--- src/rtl/serial_compare_pkg.sv ---
// Shared constants for the MSB-first serial magnitude comparator:
// the default operand width and the FSM state encodings.
package serial_compare_pkg;

  localparam int unsigned CmpWidthDefault = 8;

  localparam logic [1:0] StIdle = 2'd0;
  localparam logic [1:0] StRun  = 2'd1;
  localparam logic [1:0] StDone = 2'd2;

endpackage

--- src/rtl/serial_compare_bit_cell.sv ---
// Combinational single-bit magnitude decision for one A/B bit pair.
module cmp_bit_cell (
  input  logic a,
  input  logic b,
  output logic gt,
  output logic eq,
  output logic lt
);

  assign gt = a & ~b;
  assign eq = ~(a ^ b);
  assign lt = ~a & b;

endmodule

--- src/rtl/serial_compare.sv ---
// MSB-first serial comparator: accepts WIDTH bit pairs after start, then
// pulses done with a registered one-hot gt/eq/lt result.
module serial_compare
  import serial_compare_pkg::*;
#(
  parameter int unsigned WIDTH = CmpWidthDefault
) (
  input  logic clk,
  input  logic rst_n,
  input  logic start,
  input  logic in_valid,
  input  logic a_bit,
  input  logic b_bit,
  output logic in_ready,
  output logic done,
  output logic a_gt_b,
  output logic a_eq_b,
  output logic a_lt_b
);

  localparam int unsigned CntW = $clog2(WIDTH + 1);
  localparam logic [CntW-1:0] LastCnt = CntW'(WIDTH - 1);

  logic [1:0]      r_state, w_state_nxt;
  logic [CntW-1:0] r_cnt, w_cnt_nxt;
  logic            r_gt, r_eq, r_lt;
  logic            w_gt_nxt, w_eq_nxt, w_lt_nxt;
  logic            r_a_gt_b, r_a_eq_b, r_a_lt_b;
  logic            w_out_load;
  logic            w_accept;
  logic            w_cell_gt, w_cell_eq, w_cell_lt;

  cmp_bit_cell u_cell (
    .a  (a_bit),
    .b  (b_bit),
    .gt (w_cell_gt),
    .eq (w_cell_eq),
    .lt (w_cell_lt)
  );

  assign in_ready = (r_state == StRun);
  assign done     = (r_state == StDone);
  assign w_accept = in_valid & in_ready;

  always_comb begin
    w_state_nxt = r_state;
    w_cnt_nxt   = r_cnt;
    w_gt_nxt    = r_gt;
    w_eq_nxt    = r_eq;
    w_lt_nxt    = r_lt;
    w_out_load  = 1'b0;
    case (r_state)
      StIdle: begin
        if (start) begin
          w_cnt_nxt   = '0;
          w_gt_nxt    = 1'b0;
          w_eq_nxt    = 1'b1;
          w_lt_nxt    = 1'b0;
          w_state_nxt = StRun;
        end
      end
      StRun: begin
        if (w_accept) begin
          w_cnt_nxt = r_cnt + CntW'(1);
          // First differing bit decides; later bits are counted only.
          if (r_eq) begin
            w_gt_nxt = w_cell_gt;
            w_eq_nxt = w_cell_eq;
            w_lt_nxt = w_cell_lt;
          end
          if (r_cnt == LastCnt) begin
            w_state_nxt = StDone;
            w_out_load  = 1'b1;
          end
        end
      end
      StDone:  w_state_nxt = StIdle;
      default: w_state_nxt = StIdle;
    endcase
  end

  always_ff @(posedge clk or negedge rst_n) begin
    if (!rst_n) begin
      r_state  <= StIdle;
      r_cnt    <= '0;
      r_gt     <= 1'b0;
      r_eq     <= 1'b0;
      r_lt     <= 1'b0;
      r_a_gt_b <= 1'b0;
      r_a_eq_b <= 1'b0;
      r_a_lt_b <= 1'b0;
    end else begin
      r_state <= w_state_nxt;
      r_cnt   <= w_cnt_nxt;
      r_gt    <= w_gt_nxt;
      r_eq    <= w_eq_nxt;
      r_lt    <= w_lt_nxt;
      if (w_out_load) begin
        r_a_gt_b <= w_gt_nxt;
        r_a_eq_b <= w_eq_nxt;
        r_a_lt_b <= w_lt_nxt;
      end
    end
  end

  assign a_gt_b = r_a_gt_b;
  assign a_eq_b = r_a_eq_b;
  assign a_lt_b = r_a_lt_b;

endmodule
--- config.mk ---
export PLATFORM = sky130hd
export DESIGN_NAME = serial_compare
export DESIGN_NICKNAME = d
export VERILOG_FILES = /design/src/rtl/serial_compare_pkg.sv /design/src/rtl/serial_compare_bit_cell.sv /design/src/rtl/serial_compare.sv
export SDC_FILE = /design/constraint.sdc
export NUM_CORES = 1
export LEC_CHECK = 0
export CORE_UTILIZATION = 27
export DETAILED_ROUTE_END_ITERATION = 7
export GPL_TIMING_DRIVEN = 0
export PLACE_DENSITY = 0.5
export REMOVE_ABC_BUFFERS = 1
export SKIP_LAST_GASP = 1
export SLEW_MARGIN = 20
export SYNTH_ARGS = -nofsm -noshare
export SYNTH_HDL_FRONTEND = slang
export SYNTH_SLANG_ARGS = --single-unit
--- constraint.sdc ---
create_clock -name clk -period 2.8 [get_ports clk]
set_input_delay 0.56 -clock clk [delete_from_list [all_inputs] [get_ports clk]]
set_output_delay 0.56 -clock clk [all_outputs]
set_load 0.05 [all_outputs]
==> impl_metrics.py, run 1 <==
metrics = {
    "critical_path": {
        "cp_data_arrival_time_ps": 1860,
        "crit_type": "reg -> out",
        "slowest_stage": "clkdlybuf4s50_1",
        "critPathBufInv": 2,
        "crit_family": "buffers and inverters",
        "slowest_delay_ps": 800,
        "crit_path_end_kind": "primary output",
        "crit_required_ps": 2240,
        "crit_fanout": 8,
        "startpoint": "r_state[1]$_DFFE_PN0P_",
        "cp-start-kind": "flop",
        "r2r_start": "r_cnt[0]$_DFFE_PN0P_",
        "worstPathCellList": "nand2b_2, inv_1, clkdlybuf4s50_1",
    },
    "logic_synthesis": {
        "yosysSeqAreaShare": 0.489,
        "synth_edf_count": 0,
        "syn_inst": 58,
        "synth_cell_type_count": 22,
        "synth_warnings": 0,
        "synth_top_area_frac": 0.489,
        "synth_ff_type": "dfrtp_1",
        "ys_top_cells_by_area": "dfrtp_1, ha_1, o21ai_0",
        "ys_ff_latch": 12,
        "synth_area_leader_cell": "dfrtp_1",
        "syn_area_sq_um": 614,
        "synth-async-reset-ratio": 1.00,
        "avgSynthCellArea_sq_um": 10.6,
    },
    "global_route": {
        "grt_pass1_vias": 445,
        "grt_pass1_wl_um": 2080,
        "grt_max_degree": 13,
        "grt.total_usage": 0.115,
        "antenna_found_initial": 0,
        "grt_overflow": 0,
    },
    "sta": {
        "fin_tns_setup_ps": 0,
        "max_slew.worst_pin.slew_ps": 539,
        "period_share": 0.865,
        "finalHoldViolCount": 0,
        "fin_crit_ps": 2420,
        "slew_viol_final": 0,
        "rsz0062_at_grt": "no",
        "max_freq_mhz": 413,
        "final-setup-viol-count": 0,
        "hold_slack_ps": 494,
        "clock_skew_ps": 0.507,
        "relSlewSlack": 0.640,
    },
    "clocking": {
        "tritoncts": "yes",
        "cts.sinks": 12,
        "htree_levels": 1,
        "cts_buffer_depth": 2,
        "cts.clk_slew.worst_paths_ps": 80,
        "numCtsBuffers": 3,
        "cts_resized": 0,
        "worstSkewPairLatency_ps": 270,
        "postCtsSetupBuffers": 0,
        "ctsHoldBuffers": 0,
        "cts_root_buf": "clkbuf_4",
    },
    "pwr": {
        "switching_share": 0.402,
        "irDropWorstVdd_uv": 414,
        "p_sw_w": 0.000275,
        "pwr-share-seq": 0.420,
        "clockPowerShare": 0.202,
        "p_leak_nw": 0.346,
        "power_density_nw_per_um2": 877,
        "pwr-share-comb": 0.378,
        "power.internal_w": 0.000409,
    },
    "floorplanning": {
        "core_area_sq_um": 2040,
        "start_util": 0.301,
        "dieArea_sq_um": 2470,
        "die_y_um": 49.7,
        "num_rows": 16,
        "io_pins": 11,
        "die_x_um": 49.7,
    },
    "drt": {
        "vias": 468,
        "top_layer_used": "met4",
        "met3_length_um": 43,
        "drc": 0,
        "first_pass_iters": 4,
        "wl_met1_um": 610,
        "vias_per_cell": 4.78,
        "wl_met2_um": 506,
        "dr.first_iter.drc_count": 9,
        "drt_wl_total_um": 1180,
        "drtAntennaViolNets": 0,
        "wl_per_cell_um": 12.1,
    },
    "layout": {
        "layout_commonest_cell": "dfrtp_1",
        "drive_gt1_frac": 0.113,
        "area_growth_pct": 27.1,
        "multi_input_area_sq_um": 292,
        "final_cell_mix": "dfrtp_1, clkdlybuf4s50_1, o21ai_0",
        "seq_area_sq_um": 300,
        "nFillCells": 215,
        "diodes": 0,
        "nNetsFinal": 81,
        "instances_no_fill": 98,
        "utilization": 0.382,
    },
    "flow_run": {
        "drv_cap": 0,
    },
    "placed_design": {
        "portBuffers": 10,
        "numPlacedInstances": 94,
        "gp_congestion": 0.698,
        "dpl.hpwl_um": 902,
    },
    "worst_hold_path": {
        "min_path_type": "reg -> reg",
        "min-delay-start": "r_gt$_DFF_PN0_",
    },
    "outcome": {
        "outcome": "finished, final reports clean",
    },
}
==> cells by family (layout without fill, tap and decap cells) <==
kind of cell,after synthesis,in the layout,synth area share
compound gates,15,15,0.151
fa+ha+maj,3,3,0.0611
buf+inv,6,19,0.0367
flops,12,12,0.489
mux,3,3,0.0489
simple gates,19,19,0.214
==> registers in the layout, indices dropped and copies added (netlist names) <==
name,count
a_eq_b,1
a_gt_b,1
a_lt_b,1
r_cnt,4
r_eq,1
r_gt,1
r_lt,1
r_state,2
==> routing by layer <==
| metal | GRT usage | up-vias |
|---|---|---|
| li1 | - | 239 |
| met3 | 0.0278 | 4 |
| met4 | 0.0571 | 0 |
| met1 | 0.159 | 213 |
| met5 | 0 | - |
| met2 | 0.164 | 12 |
==> path summary, 6_finish.rpt <==
check / cells past startpoint / to / slack [ps]
min reg2reg: 1 / r_gt$_DFF_PN0_ / 490
min: 1 / r_gt$_DFF_PN0_ / 490
max: 3 / in_ready / 380
max reg2reg: 3 / a_lt_b$_DFFE_PN0P_ / 1470
max in group asynchronous: 1 / r_gt$_DFF_PN0_ / 1810
min in group asynchronous: 1 / r_cnt[1]$_DFFE_PN0P_ / 640
==> cell usage after synthesis, drive strengths merged, types with 2 or more instances <==
cell    instances
inv             5
a32o            2
dfrtp          12
o21ai           7
nand4           2
nand3           2
ha              3
mux2i           3
a21oi           4
nand2b          2
o41ai           2
nor2            2
nand2           4
==> power by group through the flow <==
stage	Sequential (W)	Combinational [W]	Clock [W]
floorplan	0.000316	0.000148	0
global placement	0.000289	0.000260	0
detailed placement	0.000291	0.000260	0
CTS	0.000288	0.000262	0.000143
global route	0.000300	0.000287	0.000149
finish	0.000287	0.000259	0.000138
==> layout make-up <==
type,count,area share
multi-input cells,40,0.373
clock buffers,4,0.0465
well taps,27,0.0433
inverters,5,0.0240
repair buffers,10,0.128
flip-flops and latches,12,0.385
==> stage by stage <==
stage / power [W] / setup slack, ps / instance area (sq um)
2_1_floorplan: 0.000464 / 1130 / 611
3_3_place_gp: 0.000550 / 670 / 744
3_5_place_dp: 0.000551 / 667 / 744
4_1_cts: 0.000693 / 362 / 781
5_1_grt: 0.000737 / 303 / 781
6_report: 0.000685 / 377 / 781
(Power assumes the default switching activity.)
==> run 2: changes to the inputs <==
ABC_CLOCK_PERIOD_IN_PS = 2800   (was unset)
==> results of run 2 <==
Same layout as run 1: the final DEF is identical, and so are final timing and power.
